<file path="src/rtl/alu181_nibble_seq.sv">
// Nibble-serial sequencer for a single external 74S181 slice: walks a WIDTH-bit
// operation through the slice LSB nibble first, chaining carry and A=B between nibbles.
module alu181_nibble_seq #(
    parameter int WIDTH = 32
) (
    input  logic             clk,
    input  logic             reset,
    input  logic             start,
    input  logic [3:0]       op_s,
    input  logic             op_m,
    input  logic             op_cin_n,
    input  logic [WIDTH-1:0] op_a,
    input  logic [WIDTH-1:0] op_b,
    output logic             busy,
    output logic             done,
    output logic [WIDTH-1:0] result,
    output logic             cout_n,
    output logic             aeb,
    output logic [3:0]       alu_a,
    output logic [3:0]       alu_b,
    output logic [3:0]       alu_s,
    output logic             alu_m,
    output logic             alu_cin_n,
    input  logic [3:0]       alu_f,
    input  logic             alu_cout_n,
    input  logic             alu_aeb
);

    localparam int NIB   = WIDTH / 4;
    localparam int IDX_W = (NIB > 1) ? $clog2(NIB) : 1;
    localparam logic [IDX_W-1:0] LAST_IDX = IDX_W'(NIB - 1);

    typedef enum logic [1:0] {
        IDLE = 2'd0,
        RUN  = 2'd1,
        DONE = 2'd2
    } state_t;

    state_t           state;
    state_t           state_nxt;
    logic [IDX_W-1:0] idx;
    logic [IDX_W+1:0] base;
    logic [WIDTH-1:0] a_reg;
    logic [WIDTH-1:0] b_reg;
    logic [3:0]       s_reg;
    logic             m_reg;
    logic             carry;
    logic             aeb_acc;
    logic             accept;

    assign base   = {idx, 2'b00};
    assign accept = (state == IDLE) && start;

    // The carry and A=B accumulators double as the held status outputs.
    assign cout_n = carry;
    assign aeb    = aeb_acc;

    always_ff @(posedge clk) begin
        if (reset) begin
            state <= IDLE;
        end else begin
            state <= state_nxt;
        end
    end

    always_comb begin
        state_nxt = state;
        busy      = 1'b0;
        done      = 1'b0;
        alu_a     = 4'h0;
        alu_b     = 4'h0;
        alu_s     = 4'h0;
        alu_m     = 1'b1;
        alu_cin_n = 1'b1;
        case (state)
            IDLE: begin
                if (start) begin
                    state_nxt = RUN;
                end
            end
            RUN: begin
                busy      = 1'b1;
                alu_a     = a_reg[base +: 4];
                alu_b     = b_reg[base +: 4];
                alu_s     = s_reg;
                alu_m     = m_reg;
                alu_cin_n = carry;
                if (idx == LAST_IDX) begin
                    state_nxt = DONE;
                end
            end
            DONE: begin
                done      = 1'b1;
                state_nxt = IDLE;
            end
            default: begin
                state_nxt = IDLE;
            end
        endcase
    end

    always_ff @(posedge clk) begin
        if (reset) begin
            idx     <= '0;
            a_reg   <= '0;
            b_reg   <= '0;
            s_reg   <= 4'h0;
            m_reg   <= 1'b1;
            carry   <= 1'b1;
            aeb_acc <= 1'b0;
            result  <= '0;
        end else if (accept) begin
            idx     <= '0;
            a_reg   <= op_a;
            b_reg   <= op_b;
            s_reg   <= op_s;
            m_reg   <= op_m;
            carry   <= op_cin_n;
            aeb_acc <= 1'b1;
            result  <= '0;
        end else if (state == RUN) begin
            // Slice outputs settle within the nibble cycle and are captured here.
            result[base +: 4] <= alu_f;
            carry             <= alu_cout_n;
            aeb_acc           <= aeb_acc & alu_aeb;
            if (idx != LAST_IDX) begin
                idx <= idx + 1'b1;
            end
        end
    end

endmodule

</file>
<file path="config.mk">
export PLATFORM = sky130hd
export DESIGN_NAME = alu181_nibble_seq
export DESIGN_NICKNAME = d
export VERILOG_FILES = /design/src/rtl/alu181_nibble_seq.sv
export SDC_FILE = /design/constraint.sdc
export NUM_CORES = 1
export LEC_CHECK = 0
export ABC_CLOCK_PERIOD_IN_PS = 6400
export BUFFER_PORTS_ARGS = -buffer_cell sky130_fd_sc_hd__buf_4
export CAP_MARGIN = 20
export CORE_UTILIZATION = 33
export CTS_BUF_LIST = sky130_fd_sc_hd__clkbuf_8
export CTS_CLUSTER_DIAMETER = 40
export DETAILED_ROUTE_END_ITERATION = 10
export GPL_TIMING_DRIVEN = 0
export PLACE_DENSITY = 0.57
export SYNTH_ARGS = -nofsm -noshare
export SYNTH_HDL_FRONTEND = slang
export SYNTH_SLANG_ARGS = --single-unit
</file>
<file path="constraint.sdc">
create_clock -name clk -period 6.4 [get_ports clk]
set_input_delay 1.28 -clock clk [delete_from_list [all_inputs] [get_ports clk]]
set_output_delay 1.28 -clock clk [all_outputs]
set_load 0.02 [all_outputs]
</file>
==> qor.yml <==
setup_path:
  critical_path.startpoint: "idx[1]"
  r2r_start: "idx[1]"
  required_ps: 5120
  arrival_ps: 2200
  rrSetupSlack_ps: 3660
  path_class: "flip-flop to output pin"
  cp-end-kind: "output pin"
  reg2reg_to: "result[5]"
  crit_end: "alu_a[1]"
  path_max_fanout: 10
  cp-start-kind: "flip-flop"
  r2r_cells: 9
layout:
  fillers: 1381
  area_growth_syn_to_layout_pct: 29.5
  drive_above_1_share: 0.249
  num_antenna_cells: 0
  nets: 767
  layout.cells.non_filler: 868
  final_core_util: 0.436
  final_area_sq_um: 6020
synth:
  synth-main-ff-cell: "dfxtp_1"
  ys_top_cells_by_area: "dfxtp_1 (47%), mux2i_1 (14%), nand2_1 (11%)"
  netlist_top_cells_count: "nand2_1 (138), dfxtp_1 (108), a21oi_1 (69), mux2i_1 (66), nand3_1 (38)"
  synth_xor_area_frac: 0.00188
  synth_mux_area_frac: 0.142
  synthAdderAreaFrac: 0.0135
  synthMostInstantiatedCell: "nand2_1"
  synthesis.nets: 628
  ys_types: 35
  syn_inst: 544
  async_flop_share: 0
  synth-seq-area-share: 0.465
  netlist.area_leader.share: 0.465
  synth-simple-area-share: 0.221
  synth_top_family_by_area: "simple AND/OR/NAND/NOR gates"
  synth_edf_count: 0
  syn_area_sq_um: 4650
  yosys.area.top_type: "dfxtp_1"
  synth_warnings: 0
  syn_avg_cell_area_sq_um: 8.55
  ys_seq_elements: 108
  synth-compound-area-share: 0.106
outcome:
  status: "complete, no violations"
timing:
  slew_headroom: 0.477
  setup_viol: 0
  maxSlewViolCount: 0
  grt_setup_unrepaired: "false"
  finClkSkew_ps: 12.5
  period_needed_ps: 3480
  finalHoldViolCount: 0
  finalCritPeriodShare: 0.544
  fin_setup_tns_ps: 0
  tightest_slew_ps: 778
  fmax_ghz: 0.287
place:
  dpl_cell_area_sq_um: 5840
  place.gp.congestion: 0.765
  io_buffers: 128
  dp_hpwl_um: 10000
  dp_cells: 852
clock_tree:
  post_cts_resize_count: 0
  clkLatencyLatePin_ps: 380
  cts_tree: "done"
  clkSlewWorstSetupHoldPaths_ps: 100
  numCtsBuffers: 9
  post_cts_buffers: 0
  clockBufferDepth: 2
  clock-root-buffer: "clkbuf_8"
  cts.sinks: 108
  h-tree-depth: 3
  cts_hold_buf: 0
detailed_routing:
  first_pass_iters: 4
  vias: 4222
  via_per_inst: 4.86
  ant_nets: 0
  wire_per_inst_um: 15.1
  drt_iter0_markers: 202
  drt_wl_total_um: 13100
  drc_errors: 0
floorplanning:
  die_h_um: 121
  num_io_pins: 129
  core_sq_um: 13800
  rows: 43
  initial_core_util: 0.336
  die_area_sq_um: 14600
  die_w_um: 121
global_route:
  grt_antenna_before_repair: 0
  grt_max_degree: 17
  grt_usage: 0.184
  grt_pass1_wl_um: 20400
  grt_pass1_vias: 4107
  grt_overflow: 0
power:
  irDropWorstVdd_v: 0.0000816
  cellLeakagePower_uw: 0.00259
  power.total_uw: 1320
  p_per_area_nw_per_um2: 219
flow_run:
  cap_violations: 0
hold_path:
  holdCritPathClass: "flip-flop to flip-flop"
==> worst min-delay path by stage <==
stage                     slack (ps)      from  endpoint  cells past startpoint
final                            460  s_reg[1]  s_reg[1]                      2
after global placement           440  s_reg[2]  s_reg[2]                      2
after global routing             470  s_reg[1]  s_reg[1]                      2
after detailed placement         440  s_reg[1]  s_reg[1]                      2
after CTS                        460  s_reg[1]  s_reg[1]                      2
after floorplan                  430     m_reg     m_reg                      2
==> per-stage QoR <==
step	worst slack (ps)	hold WS, ps
5_1_grt	2770	472
3_5_place_dp	3330	444
4_1_cts	2880	457
2_1_floorplan	3760	432
3_3_place_gp	3330	439
6_report	2920	455
==> metal layers <==
metal  vias to the layer above  global-route usage  share of wire  wire, um
li1                       2141                   -              -         -
met1                      1950               0.235           0.47      6160
met2                       119               0.312           0.47      6160
met3                        12              0.0382          0.049       639
met4                         0              0.0494          0.011       140
met5                         -                   0              0         0
==> cells in the final DEF, fill, tap and decap left out, types with 4 or more instances in the layout <==
master,instances
buf_2,21
mux2i_1,66
buf_1,5
a22oi_1,16
and3_1,9
clkbuf_1,18
nand3_1,38
dfxtp_1,108
a21oi_1,69
nand2_1,138
nor3_1,4
buf_4,128
and2_1,5
nor2_1,6
inv_1,4
ha_1,5
clkbuf_8,12
==> cells by family (layout without fill, tap and decap cells) <==
group,Yosys count,after routing
compound gates,89,89
xor+xnor,1,1
fa+ha+maj,5,5
buf+inv,51,195
flops,108,108
mux,66,66
simple gates,224,224
==> area by class of cell <==
cell class	instances	area, sq um	area share
multi-input combinational	385	2250	0.374
sequential	108	2160	0.359
timing repair buffer	128	961	0.160
tap	180	225	0.0374
buffer	46	214	0.0355
clock buffer	12	165	0.0274
clock inverter	4	22.5	0.00374
inverter	5	18.8	0.00312
==> worst max-delay path, stage by stage, from the launching register on <==
cell,delay [ps]
dfxtp_1,350
buf_2,270
buf_2,380
mux2i_1,310
a22oi_1,120
and3_1,230
buf_4,160
==> power by group <==
part / total, uW / internal, uW / switching (uW)
Combinational: 195 / 85.5 / 110
Sequential: 718 / 701 / 16.2
Clock: 404 / 172 / 233
Note: power is estimated with default switching activity, not from simulation.
